## src/rtl/spdif_tx_scheduler_if.sv

```systemverilog
// rtl/spdif_tx_scheduler_if.sv - Avalon-MM control port bundle for spdif_tx_scheduler
interface spdif_tx_scheduler_if;
  logic [2:0]  avs_ctrl_address;
  logic [31:0] avs_ctrl_writedata;
  logic [3:0]  avs_ctrl_byteenable;
  logic        avs_ctrl_write;
  logic        avs_ctrl_read;
  logic [31:0] avs_ctrl_readdata;
  logic        avs_ctrl_waitrequest;

  modport master (
    output avs_ctrl_address, avs_ctrl_writedata, avs_ctrl_byteenable,
    output avs_ctrl_write, avs_ctrl_read,
    input  avs_ctrl_readdata, avs_ctrl_waitrequest
  );

  modport slave (
    input  avs_ctrl_address, avs_ctrl_writedata, avs_ctrl_byteenable,
    input  avs_ctrl_write, avs_ctrl_read,
    output avs_ctrl_readdata, avs_ctrl_waitrequest
  );
endinterface

```

## src/rtl/spdif_tx_scheduler.sv

```systemverilog
// rtl/spdif_tx_scheduler.sv - PCM FIFO + IEC60958 subframe/frame/block scheduler with BMC output
// Optional irq output and CTRL[1] storage enabled by defining SPDIF_TX_IRQ_EN.
module spdif_tx_scheduler #(
  parameter int          CLK_DIV    = 8,
  parameter int          FIFO_DEPTH = 16,
  parameter logic [31:0] BLOCK_ID   = 32'hEA680004
) (
  input  logic                 csi_MCLK_clk,
  input  logic                 rsi_MRST_reset,
  spdif_tx_scheduler_if.slave  ctrl,
`ifdef SPDIF_TX_IRQ_EN
  output logic                 ins_irq_irq,
`endif
  output logic                 SPDIF_OUT
);
  localparam int AW = $clog2(FIFO_DEPTH);
  localparam int LW = AW + 1;
`ifdef SPDIF_TX_IRQ_EN
  localparam logic [2:0] CTRL_MASK = 3'b111;
`else
  localparam logic [2:0] CTRL_MASK = 3'b101;
`endif

  typedef enum logic [1:0] {S_IDLE, S_LOAD, S_SHIFT} state_t;

  state_t        state_q, state_d;
  logic [2:0]    ctrl_q, ctrl_d;
  logic [31:0]   chstat_q, chstat_d;
  logic          und_q, und_d, ovf_q, ovf_d;
  logic [AW-1:0] rd_ptr_q, rd_ptr_d, wr_ptr_q, wr_ptr_d;
  logic [LW-1:0] level_q, level_d;
  logic [7:0]    cnt_q, cnt_d, frame_q, frame_d;
  logic [5:0]    hc_q, hc_d;
  logic          side_q, side_d, pre_inv_q, pre_inv_d, out_q, out_d;
  logic [31:0]   word_q, word_d, rdata_q, rdata_d;
  logic [23:0]   mem_q [FIFO_DEPTH];

  logic        en, tick, full, empty, do_load, do_shift, pop, push, push_ok;
  logic        wr_ctrl, wr_stat, wr_cs, c_bit;
  logic [23:0] sample;
  logic [7:0]  pre_pat;
  logic [31:0] lvl_w, status_w;

  assign en      = ctrl_q[0];
  assign tick    = en && (cnt_q == 8'(CLK_DIV - 1));
  assign full    = (level_q == LW'(FIFO_DEPTH));
  assign empty   = (level_q == '0);
  assign push    = ctrl.avs_ctrl_write && (ctrl.avs_ctrl_address == 3'd3);
  assign wr_ctrl = ctrl.avs_ctrl_write && (ctrl.avs_ctrl_address == 3'd1);
  assign wr_stat = ctrl.avs_ctrl_write && (ctrl.avs_ctrl_address == 3'd2);
  assign wr_cs   = ctrl.avs_ctrl_write && (ctrl.avs_ctrl_address == 3'd4);
  assign lvl_w   = 32'(level_q);
  assign status_w = {20'd0, full, empty, ovf_q, und_q, 3'd0, lvl_w[4:0]};

  assign ctrl.avs_ctrl_readdata    = rdata_q;
  assign ctrl.avs_ctrl_waitrequest = 1'b0;
  assign SPDIF_OUT                 = out_q;

  always_ff @(posedge csi_MCLK_clk or posedge rsi_MRST_reset) begin
    if (rsi_MRST_reset) state_q <= S_IDLE;
    else                state_q <= state_d;
  end

  always_comb begin
    state_d = state_q;
    case (state_q)
      S_IDLE:  if (en) state_d = S_LOAD;
      S_LOAD:  state_d = S_SHIFT;
      S_SHIFT: if (tick && hc_q == 6'd63) state_d = S_LOAD;
      default: state_d = S_IDLE;
    endcase
    if (!en) state_d = S_IDLE;
  end

  always_comb begin
    do_load  = en && (state_q == S_LOAD);
    do_shift = en && (state_q == S_SHIFT) && tick;
    pop      = do_load && !empty;
  end

  // A full FIFO still accepts a push in the same cycle a pop frees a slot.
  assign push_ok = push && (!full || pop);
  assign sample  = pop ? mem_q[rd_ptr_q] : 24'h0;
  assign c_bit   = (frame_q < 8'd32) ? chstat_q[frame_q[4:0]] : 1'b0;
  assign pre_pat = side_q ? 8'b11100100 : ((frame_q == 8'd0) ? 8'b11101000 : 8'b11100010);

  always_comb begin
    ctrl_d    = ctrl_q;
    chstat_d  = chstat_q;
    und_d     = und_q;
    ovf_d     = ovf_q;
    rd_ptr_d  = rd_ptr_q;
    wr_ptr_d  = wr_ptr_q;
    level_d   = level_q;
    cnt_d     = tick ? 8'd0 : cnt_q + 8'd1;
    frame_d   = frame_q;
    hc_d      = hc_q;
    side_d    = side_q;
    pre_inv_d = pre_inv_q;
    out_d     = out_q;
    word_d    = word_q;
    rdata_d   = rdata_q;

    if (wr_ctrl && ctrl.avs_ctrl_byteenable[0]) ctrl_d = ctrl.avs_ctrl_writedata[2:0] & CTRL_MASK;
    if (wr_cs)
      for (int b = 0; b < 4; b++)
        if (ctrl.avs_ctrl_byteenable[b]) chstat_d[8*b +: 8] = ctrl.avs_ctrl_writedata[8*b +: 8];
    if (wr_stat && ctrl.avs_ctrl_writedata[8]) und_d = 1'b0;
    if (wr_stat && ctrl.avs_ctrl_writedata[9]) ovf_d = 1'b0;
    if (push && !push_ok) ovf_d = 1'b1;
    if (do_load && empty) und_d = 1'b1;

    if (push_ok) wr_ptr_d = wr_ptr_q + AW'(1);
    if (pop)     rd_ptr_d = rd_ptr_q + AW'(1);
    case ({push_ok, pop})
      2'b10:   level_d = level_q + LW'(1);
      2'b01:   level_d = level_q - LW'(1);
      default: level_d = level_q;
    endcase

    if (do_load) begin
      word_d    = {^{c_bit, ctrl_q[2], sample}, c_bit, 1'b0, ctrl_q[2], sample, 4'd0};
      pre_inv_d = out_q;
      hc_d      = 6'd0;
    end
    // Preamble half-cells are absolute levels; data cells toggle relative to the line.
    if (do_shift) begin
      if (hc_q < 6'd8)  out_d = pre_pat[3'd7 - hc_q[2:0]] ^ pre_inv_q;
      else if (!hc_q[0]) out_d = ~out_q;
      else               out_d = word_q[hc_q[5:1]] ? ~out_q : out_q;
      hc_d = hc_q + 6'd1;
      if (hc_q == 6'd63) begin
        side_d = ~side_q;
        if (side_q) frame_d = (frame_q == 8'd191) ? 8'd0 : frame_q + 8'd1;
      end
    end

    if (!en) begin
      cnt_d   = 8'd0;
      frame_d = 8'd0;
      hc_d    = 6'd0;
      side_d  = 1'b0;
      out_d   = 1'b0;
    end

    if (ctrl.avs_ctrl_read) begin
      case (ctrl.avs_ctrl_address)
        3'd0:    rdata_d = BLOCK_ID;
        3'd1:    rdata_d = {29'd0, ctrl_q};
        3'd2:    rdata_d = status_w;
        3'd4:    rdata_d = chstat_q;
        default: rdata_d = 32'd0;
      endcase
    end
  end

  always_ff @(posedge csi_MCLK_clk or posedge rsi_MRST_reset) begin
    if (rsi_MRST_reset) begin
      ctrl_q <= '0;  chstat_q <= '0;  und_q <= 1'b0;  ovf_q <= 1'b0;
      rd_ptr_q <= '0;  wr_ptr_q <= '0;  level_q <= '0;  cnt_q <= '0;
      frame_q <= '0;  hc_q <= '0;  side_q <= 1'b0;  pre_inv_q <= 1'b0;
      out_q <= 1'b0;  word_q <= '0;  rdata_q <= '0;
    end else begin
      ctrl_q <= ctrl_d;  chstat_q <= chstat_d;  und_q <= und_d;  ovf_q <= ovf_d;
      rd_ptr_q <= rd_ptr_d;  wr_ptr_q <= wr_ptr_d;  level_q <= level_d;  cnt_q <= cnt_d;
      frame_q <= frame_d;  hc_q <= hc_d;  side_q <= side_d;  pre_inv_q <= pre_inv_d;
      out_q <= out_d;  word_q <= word_d;  rdata_q <= rdata_d;
    end
  end

  always_ff @(posedge csi_MCLK_clk) begin
    if (push_ok) mem_q[wr_ptr_q] <= ctrl.avs_ctrl_writedata[23:0];
  end

`ifdef SPDIF_TX_IRQ_EN
  logic irq_q, irq_d;
  assign irq_d       = ctrl_q[1] & (und_q | (level_q <= LW'(FIFO_DEPTH / 2)));
  assign ins_irq_irq = irq_q;
  always_ff @(posedge csi_MCLK_clk or posedge rsi_MRST_reset) begin
    if (rsi_MRST_reset) irq_q <= 1'b0;
    else                irq_q <= irq_d;
  end
`endif
endmodule

```

## src/flat_wrapper.sv

```systemverilog
// flat-port wrapper written by rule: the top's interface ports become plain ports
module spdif_tx_scheduler_flat 
#(
  parameter int          CLK_DIV    = 8,
  parameter int          FIFO_DEPTH = 16,
  parameter logic [31:0] BLOCK_ID   = 32'hEA680004
)
  (csi_MCLK_clk, rsi_MRST_reset, SPDIF_OUT, ctrl_avs_ctrl_address, ctrl_avs_ctrl_writedata, ctrl_avs_ctrl_byteenable, ctrl_avs_ctrl_write, ctrl_avs_ctrl_read, ctrl_avs_ctrl_readdata, ctrl_avs_ctrl_waitrequest);
  spdif_tx_scheduler_if ctrl_i ();
  input  logic csi_MCLK_clk;
  input  logic rsi_MRST_reset;
  output logic SPDIF_OUT;
  input wire logic [$bits(ctrl_i.avs_ctrl_address)-1:0] ctrl_avs_ctrl_address;
  input wire logic [$bits(ctrl_i.avs_ctrl_writedata)-1:0] ctrl_avs_ctrl_writedata;
  input wire logic [$bits(ctrl_i.avs_ctrl_byteenable)-1:0] ctrl_avs_ctrl_byteenable;
  input wire logic [$bits(ctrl_i.avs_ctrl_write)-1:0] ctrl_avs_ctrl_write;
  input wire logic [$bits(ctrl_i.avs_ctrl_read)-1:0] ctrl_avs_ctrl_read;
  output wire logic [$bits(ctrl_i.avs_ctrl_readdata)-1:0] ctrl_avs_ctrl_readdata;
  output wire logic [$bits(ctrl_i.avs_ctrl_waitrequest)-1:0] ctrl_avs_ctrl_waitrequest;
  assign ctrl_i.avs_ctrl_address = ctrl_avs_ctrl_address;
  assign ctrl_i.avs_ctrl_writedata = ctrl_avs_ctrl_writedata;
  assign ctrl_i.avs_ctrl_byteenable = ctrl_avs_ctrl_byteenable;
  assign ctrl_i.avs_ctrl_write = ctrl_avs_ctrl_write;
  assign ctrl_i.avs_ctrl_read = ctrl_avs_ctrl_read;
  assign ctrl_avs_ctrl_readdata = ctrl_i.avs_ctrl_readdata;
  assign ctrl_avs_ctrl_waitrequest = ctrl_i.avs_ctrl_waitrequest;
  spdif_tx_scheduler #(.CLK_DIV(CLK_DIV), .FIFO_DEPTH(FIFO_DEPTH), .BLOCK_ID(BLOCK_ID)) u_core (.csi_MCLK_clk(csi_MCLK_clk), .rsi_MRST_reset(rsi_MRST_reset), .ctrl(ctrl_i), .SPDIF_OUT(SPDIF_OUT));
endmodule
```

## config.mk

```make
export PLATFORM = sky130hd
export DESIGN_NAME = spdif_tx_scheduler_flat
export DESIGN_NICKNAME = d
export VERILOG_FILES = /design/src/rtl/spdif_tx_scheduler_if.sv /design/src/rtl/spdif_tx_scheduler.sv /design/src/flat_wrapper.sv
export SDC_FILE = /design/constraint.sdc
export NUM_CORES = 1
export LEC_CHECK = 0
export ABC_AREA = 1
export CORE_MARGIN = 2
export CORE_UTILIZATION = 55
export CTS_BUF_LIST = sky130_fd_sc_hd__clkbuf_2
export DETAILED_ROUTE_END_ITERATION = 6
export PLACE_DENSITY = 0.83
export SLEW_MARGIN = 15
export SYNTH_ARGS = -nofsm -noshare
export SYNTH_HDL_FRONTEND = slang
export SYNTH_SLANG_ARGS = --single-unit
```

## constraint.sdc

```tcl
create_clock -name csi_MCLK_clk -period 11.03 [get_ports csi_MCLK_clk]
set_input_delay 2.7575 -clock csi_MCLK_clk [delete_from_list [all_inputs] [get_ports csi_MCLK_clk]]
set_output_delay 2.7575 -clock csi_MCLK_clk [all_outputs]
set_load 0.1 [all_outputs]
```

* Yosys cells after proc, flatten, opt, wreduce, memory -nomap -nowiden *
Memory sizes are Yosys's and may differ from the RTL's.
Cells that the tools add are included.

word-level totals
  bits in writable memories = 384
  output and inout bits = 34
  register bits = 135
  memories kept = 1

operators by class
  reduce and logical (&&, ||, !) cells = 35
  magnitude comparators = 5
  equality and inequality tests = 18
  add/subtract/negate cells = 8
  bitwise operators = 3
  muxes and demuxes = 39

memory list
  memory        depth  bits a word  rd ports  clocked after memory_dff  wr ports  RTL line                  source
  u_core.mem_q  16     24           1         0                         1         spdif_tx_scheduler.sv:36  logic [23:0] mem_q [FIFO_DEPTH];

operators by type and width
  kind                                                                          number
  32-bit case mux with 4 select lines                                           1
  8-bit two-way mux                                                             8
  26-bit XOR reduction                                                          1
  24-bit two-way mux                                                            1
  1-bit two-way mux                                                             18
  6-bit two-way mux                                                             3
  8-bit by 1-bit adder with 8-bit output, second input constant                 2
  1-bit logical AND                                                             16
  5-bit by 6-bit less-than comparator with 1-bit output, second input constant  2
  2-bit AND reduction                                                           6
  1-bit binary-select mux with 5-bit select                                     2
  5-bit case mux with 2 select lines                                            1
  4-bit by 1-bit adder with 4-bit output, second input constant                 2
  8-bit by 3-bit == test with 1-bit output, second input constant               1
  8-bit == test, second input constant                                          1
  8-bit zero test                                                               1
  8-bit by 6-bit less-than comparator with 1-bit output, second input constant  1
  6-bit by 1-bit adder with 6-bit output, second input constant                 1
  3-bit by 2-bit == test with 1-bit output, second input constant               2
  6-bit == test, second input constant                                          1
  6-bit by 4-bit less-than comparator with 1-bit output, second input constant  1
  2-bit != test, second input constant                                          3
  3-bit != test, second input constant                                          2
  2-bit case mux with 3 select lines                                            1
  22 further kinds                                                              30

* Depth between registers and ports, before layout *
Gate-level depths: netlist (run 1).

  depth in word-level cells = 9
  depth in mapped cells = 24

* Least setup slack after synthesis (run 1) *
Ideal clock, no wire load.

  path type = input to register
  start = input ctrl_avs_ctrl_address[1]
  end = memory u_core.mem_q[11][0], enable pin
  path slack = 5.320 ns
  stages = 6
  library setup time = 0.435 ns
  required time = 10.595 ns
  path buffers = 0
  data arrival time = 5.274 ns
  path through = inv_1 nor3_1 inv_1 nor2_1 inv_1 nor3_1

between the ends
  cells in the longest elaborated chain, start to end = 5

RTL lines
  element                                   RTL line                   source
  start, declared                           flat_wrapper.sv:13         input wire logic [$bits(ctrl_i.avs_ctrl_address)-1:0] ctrl_avs_ctrl_address;
  3-bit by 2-bit == test with 1-bit output  spdif_tx_scheduler.sv:48   assign push = ctrl.avs_ctrl_write && (ctrl.avs_ctrl_address == 3'd3);
  1-bit logical AND                         spdif_tx_scheduler.sv:48
  1-bit logical AND                         spdif_tx_scheduler.sv:82   assign push_ok = push && (!full || pop);
  1-bit two-way mux                         spdif_tx_scheduler.sv:172  if (push_ok) mem_q[wr_ptr_q] <= ctrl.avs_ctrl_writedata[23:0];
  1-bit two-way mux (not written as such)   spdif_tx_scheduler.sv:172
  end, declared                             spdif_tx_scheduler.sv:36

No other way between the ends.

* Worst setup path after layout (run 1) *
  start = register u_core.rdata_q[14] (netlist: u_core.ctrl.avs_ctrl_readdata[14])
  end = output ctrl_avs_ctrl_readdata[14]

RTL lines
  element                 RTL line                   source
  start, declared         spdif_tx_scheduler.sv:35   logic [31:0] word_q, word_d, rdata_q, rdata_d;
  start signal, assigned  spdif_tx_scheduler.sv:167  out_q <= out_d; word_q <= word_d; rdata_q <= rdata_d;
  end, declared           flat_wrapper.sv:18         output wire logic [$bits(ctrl_i.avs_ctrl_readdata)-1:0] ctrl_avs_ctrl_readdata;

No word-level cell between the ends.

==> impl_metrics.tcl, run 1 <==
set metrics [dict create \
    drt_first_iter_violations 2102 \
    worstSetupPathDepth 1 \
    synth.avg_cell_area_sq_um 9.877 \
    die_area_sq_um 43310 \
    power.total_mw 5.666 \
    post-cts-setup-buffer-count 0 \
    synth_async_sr_flop_share_pct 26.01 \
    yosysTopAreaCellShare_pct 50.32 \
    ff_latch_area_sq_um 14920 \
    port_buffers 75 \
    wl_met1_microns 22140 \
    die_h_microns 208.1 \
    peakVddDrop_uv 203.5 \
    grt_pass1_wl_microns 91560 \
    p_per_area_nw_per_um2 226.3 \
    cts.repair.resized 0 \
    vias_per_cell 5.667 \
    antenna_found_initial 5 \
    cts_tree "built" \
    worstSetupPathType "flop to output port" \
    reg2regPathDepth 19 \
    areaGrowthSynthToFinish_pct 9.261 \
    place_hpwl_microns 36950 \
    met3_length_microns 6553 \
    synth_edf_count 384 \
    fillers 3121 \
    finalNetCount 2478 \
    drt.antenna.violating_nets 0 \
    initial_core_util_pct 55.87 \
    ios 77 \
    path_cells "clkdlybuf4s50_1" \
    clk_pin_slew_ns 0.11 \
    cp_top_family "buffers and inverters" \
    rsz0062_at_grt "no" \
    r2r_start "u_core.rd_ptr_q[0]" \
    wl_per_cell_microns 19.37 \
    status "finished clean" \
    crit_end "ctrl_avs_ctrl_readdata[14]" \
    wl_met2_microns 28350 \
    h-tree-depth 3 \
    whs_ns 0.4634 \
    fp.dieW_microns 208.1 \
    grt-ovfl-total 0 \
    worst_pin_slew_ns 1.189 \
    synth-main-ff-cell "edfxtp_1" \
    num_vias 17280 \
    ys_seq_area_share_pct 65.06 \
    finalHoldViolations 0 \
    critical_path_buf_inv_count 1 \
    drv_cap 0 \
    required_ns 8.27 \
    endpoint_kind "output port" \
    multi_input_area_sq_um 6661 \
    crit_path_top_delay_cell "clkdlybuf4s50_1" \
    syn_nets 2376 \
    first_global_vias 16750 \
    ys_ff_latch 519 \
    arrival_ns 2.66 \
    insertion_delay_ns 1.12 \
    wl_microns 59060 \
    leakage_nw 10.57 \
    drive_gt1_share_pct 9.662 \
    clock-sinks 519 \
    critPathLaunch "u_core.ctrl.avs_ctrl_readdata[14]" \
    highest_layer "met5" \
    max_slew_margin_pct 20.48 \
    post-route-period-util_pct 49.16 \
    slew_viol_final 0 \
    cts_root_buf "clkbuf_2" \
    fin_tns_setup_ns 0 \
    layout_min_cycle_time_ns 5.422 \
    track_usage_pct 27.46 \
    grt_start_max_net_pins 97 \
    r2r_end "u_core.word_q[31]" \
    cts_buffer_depth 3 \
    slowest_delay_ns 1.16 \
    max_freq_mhz 184.4 \
    cts_hold_buf 0 \
    syn-instance-count 2320 \
    hold_class "flop to flop" \
    netlist_area_sq_um 22910 \
    setup_violations 0 \
    utilization_pct 61.04 \
    fin_worst_skew_ns 0.1025 \
    drt-pass1-iter-count 6 \
    crit_path_start_kind "flop" \
    coreArea_sq_um 41020 \
    gp_congestion 0.9102 \
    drc_errors 0 \
    synthTopCellsByArea "edfxtp_1 (50%), dfrtp_1 (15%), nand2_1 (12%)" \
    crit_fanout 2 \
    synth_cell_types 42 \
    regToRegSetupSlack_ns 6.30 \
    yosys_warnings 0 \
    yosys.area.top_type "edfxtp_1" \
    numCtsBuffers 116 \
    placementRows 74 \
]
==> cell usage in the layout, fill, tap and decap left out, types with 6 or more instances in the layout <==
master             n
nand2_1          744
edfxtp_1         384
nand3_1          261
inv_1            225
clkbuf_2         170
nor2_1           148
dfrtp_1          132
o21ai_0          119
clkdlybuf4s50_1   75
a21oi_1           33
clkinv_1          30
o211ai_1          24
o21ai_1           21
buf_4             16
nand4_1           13
xor2_1            13
mux2_2            12
ha_1              12
nor2_4            10
nor3_1             8
clkinv_2           7
inv_2              6
nor2_2             6
o2111ai_1          6
==> stage by stage <==
| stage | instances | cell area [sq um] | worst slack, ns |
|---|---|---|---|
| final | 3049 | 25040 | 5.608 |
| after global routing | 3048 | 25030 | 5.567 |
| after CTS | 3047 | 25010 | 5.529 |
| after detailed placement | 2836 | 23980 | 4.544 |
| after global placement | 2836 | 23950 | 4.704 |
| after floorplan | 2320 | 22910 | 4.661 |
==> metal layers <==
metal	up-vias	GRT usage (%)
met4	2	12.21
met1	8182	35.78
met5	-	0
met2	1000	44.53
met3	132	6.113
li1	7964	-
==> where the power goes <==
part	internal (mW)	switching, mW
registers	2.25	0.143
logic	0.576	1.54
clock network	0.417	0.746
==> worst min-delay path by stage <==
stage,startpoint,endpoint,slack (ns),depth (start not counted)
after global routing,u_core.cnt_q[0],u_core.cnt_q[0],0.48,1
after global placement,u_core.state_q[0],u_core.state_q[0],0.44,1
final,u_core.state_q[0],u_core.state_q[0],0.46,1
after detailed placement,u_core.state_q[0],u_core.state_q[0],0.45,1
after CTS,u_core.state_q[0],u_core.state_q[0],0.46,1
after floorplan,u_core.state_q[0],u_core.state_q[0],0.42,1
==> registers in the layout, indices dropped and copies added, names as in the netlist <==
register                       count
u_core.state_q                     2
u_core.frame_q                     8
u_core.chstat_q                   32
u_core.rd_ptr_q                    4
u_core.cnt_q                       8
u_core.SPDIF_OUT                   1
u_core.wr_ptr_q                    4
u_core.hc_q                        6
u_core.und_q                       1
u_core.ovf_q                       1
u_core.ctrl_q                      2
u_core.ctrl.avs_ctrl_readdata     32
u_core.side_q                      1
u_core.word_q                     27
u_core.level_q                     5
u_core.pre_inv_q                   1
u_core.mem_q                     384
==> synth_stat cells, types with 6 or more instances <==
master	number
nand2_1	744
edfxtp_1	384
nand3_1	261
inv_1	226
nor2_1	162
dfrtp_1	135
o21ai_0	119
buf_2	52
clkbuf_1	34
a21oi_1	33
o211ai_1	24
o21ai_1	21
nand4_1	13
xor2_1	13
ha_1	12
mux2_2	12
nor3_1	10
buf_6	9
buf_4	7
inv_2	6
o2111ai_1	6
==> kinds of logic after synthesis <==
family                   Yosys count  share of synthesized area [%]
AND/OR/NAND/NOR                 1202                          21.50
flip-flops                       519                          65.06
buffers and inverters            341                          6.279
AO/OA/AOI/OAI                    218                          5.275
XOR/XNOR                          14                         0.5351
adder cells (fa/ha/maj)           13                         0.7426
multiplexers                      12                         0.5897
other                              1                        0.01637
==> final cells by class <==
type | instances | share of cell area (%)
Antenna cell | 2 | 0.01999
Clock buffer | 170 | 3.398
Clock inverter | 41 | 0.7146
Inverter | 234 | 3.548
Multi-Input combinational cell | 1460 | 26.61
Sequential cell | 519 | 59.58
Tap cell | 532 | 2.659
Timing Repair Buffer | 91 | 3.478
Power figures use the tool's default switching activity.
==> run 2, diff against run 1 <==
Clock period 11.03 ns to 5.08 ns, I/O delays scaled along.
==> run 2 against run 1 <==
- clock-buffer cell count is 3 lower
- worst hold slack better by 0.010 ns
- cell count is 1.1% higher
- non-clock buffer count is 20 higher
- sequential cell count stayed put
- critical path type unchanged
- largest cell class unchanged
==> impl_metrics.tcl, run 2 (synthesized netlist as in run 1, its figures left out) <==
set metrics [dict create \
    cts.repair.resized 0 \
    worst_pin_slew_ns 1.075 \
    drv_cap 0 \
    drt-pass1-iter-count 6 \
    pre_cts_ws_ns 1.231 \
    whs_path_depth 1 \
    power.total_mw 12.76 \
    regToRegSetupSlack_ns 1.59 \
    crit_fanout 4 \
    grt_start_max_net_pins 168 \
    gp_congestion 0.9621 \
    worstHoldEndpoint "u_core.cnt_q[0]" \
    num_vias 17390 \
    cts_hold_buf 0 \
    drc_errors 0 \
    cts_buffer_depth 3 \
    place_hpwl_microns 36120 \
    drt.antenna.violating_nets 0 \
    placementRows 74 \
    numCtsBuffers 120 \
    hold_path.startpoint "u_core.cnt_q[0]" \
    drive_gt1_share_pct 10.47 \
    port_buffers 75 \
    hold_class "flop to flop" \
    r2r_end "u_core.word_q[31]" \
    path_cells "clkdlybuf4s50_1" \
    h-tree-depth 3 \
    cp_top_family "buffers and inverters" \
    layout_common_cells "nand2_1 (744), edfxtp_1 (384), nand3_1 (261)" \
    finalHoldViolations 0 \
    max_slew_margin_pct 28.09 \
    arrival_ns 2.63 \
    grt_pass1_wl_microns 91240 \
    post-route-period-util_pct 76.73 \
    largest_reg_flops 384 \
    ios 77 \
    required_ns 3.81 \
    insertion_delay_ns 1.11 \
    slew_viol_final 0 \
    worstSetupPathType "flop to output port" \
    wl_per_cell_microns 18.84 \
    peakVddDrop_uv 452.4 \
    drt_first_iter_violations 1964 \
    top_register "u_core.mem_q" \
    antenna_found_initial 1 \
    fp.dieW_microns 208.1 \
    clock-sinks 519 \
    die_area_sq_um 43310 \
    p_per_area_nw_per_um2 502.3 \
    status "finished clean" \
    coreArea_sq_um 41020 \
    crit_path_top_delay_cell "clkdlybuf4s50_1" \
    layout_commonest_cell "nand2_1" \
    endpoint_kind "output port" \
    leakage_nw 10.81 \
    cts_root_buf "clkbuf_2" \
    crit_path_start_kind "flop" \
    finalNetCount 2502 \
    utilization_pct 61.95 \
    layout_min_cycle_time_ns 3.898 \
    post-cts-setup-buffer-count 0 \
    max_freq_mhz 256.5 \
    reg2regPathDepth 15 \
    fin_worst_skew_ns 0.09208 \
    cts_tree "built" \
    wl_microns 58090 \
    slowest_delay_ns 1.16 \
    initial_core_util_pct 55.87 \
    die_h_microns 208.1 \
    track_usage_pct 27.08 \
    setup_violations 0 \
    rsz0062_at_grt "no" \
    r2r_start "u_core.ctrl_q[0]" \
    worst_slack_ns 1.182 \
    first_global_vias 17160 \
    areaGrowthSynthToFinish_pct 10.89 \
    vias_per_cell 5.642 \
    clk_pin_slew_ns 0.09 \
    grt-ovfl-total 0 \
    fin_tns_setup_ns 0 \
    critical_path_buf_inv_count 1 \
]
## run 2: through the flow
step / hold WS, ns / cell area [sq um] / instances
after floorplan: 0.4217 / 22910 / 2320
after global placement: 0.4346 / 24150 / 2856
after detailed placement: 0.4558 / 24150 / 2856
after CTS: 0.4687 / 25410 / 3082
after global routing: 0.4778 / 25410 / 3083
final: 0.4736 / 25410 / 3083
## run 2: report_power, final
group / switching [mW] / internal [mW] / leakage [nW]
combinational: 3.43 / 1.31 / 4.74
sequential: 0.209 / 4.88 / 5.17
clock: 1.68 / 1.26 / 0.905
total: 5.31 / 7.45 / 10.8
## run 2: area by class of cell
| class | count | area [sq um] |
|---|---|---|
| Fill cell | 3137 | 15610 |
| Sequential cell | 519 | 14920 |
| Multi-Input combinational cell | 1460 | 6611 |
| Timing Repair Buffer | 111 | 1071 |
| Inverter | 234 | 888.4 |
| Clock buffer | 167 | 835.8 |
| Tap cell | 532 | 665.6 |
| Clock inverter | 59 | 419.2 |
| Antenna cell | 1 | 2.502 |
## run 2: worst max path at each step
| stage | slack (ns) | start | to | depth (start not counted) |
|---|---|---|---|---|
| after floorplan | 0.20 | rsi_MRST_reset | u_core.SPDIF_OUT | 1 |
| after global placement | 1.20 | ctrl_avs_ctrl_address[0] | u_core.mem_q[7][7] | 11 |
| after detailed placement | 1.23 | ctrl_avs_ctrl_address[0] | u_core.mem_q[7][6] | 11 |
| after CTS | 1.09 | u_core.ctrl.avs_ctrl_readdata[13] | ctrl_avs_ctrl_readdata[13] | 1 |
| after global routing | 1.12 | u_core.ctrl.avs_ctrl_readdata[20] | ctrl_avs_ctrl_readdata[20] | 1 |
| final | 1.18 | u_core.SPDIF_OUT | SPDIF_OUT | 1 |
## run 2: worst reg2reg max path: stages (launching register included)
cell and delay [ns]:
dfrtp_1 0.60, inv_2 0.23, nor3_4 0.64, nand2_2 0.25, inv_2 0.67, nand2_1 0.25, nor2_1 0.17, nor2_2 0.06
nand2_1 0.09, nand2_1 0.06, nand2_1 0.06, nand2_1 0.06, nand2_1 0.09, nand3_1 0.09, nand3_1 0.09, nand2_1 0.05
## run 2: layer usage
| layer | routed length [microns] | GRT usage [%] | vias to the layer above |
|---|---|---|---|
| met2 | 27940 | 44.23 | 944 |
| li1 | - | - | 8026 |
| met4 | 2590 | 14.81 | 0 |
| met1 | 21990 | 34.47 | 8252 |
| met3 | 5571 | 5.117 | 171 |
| met5 | 0 | 0 | - |
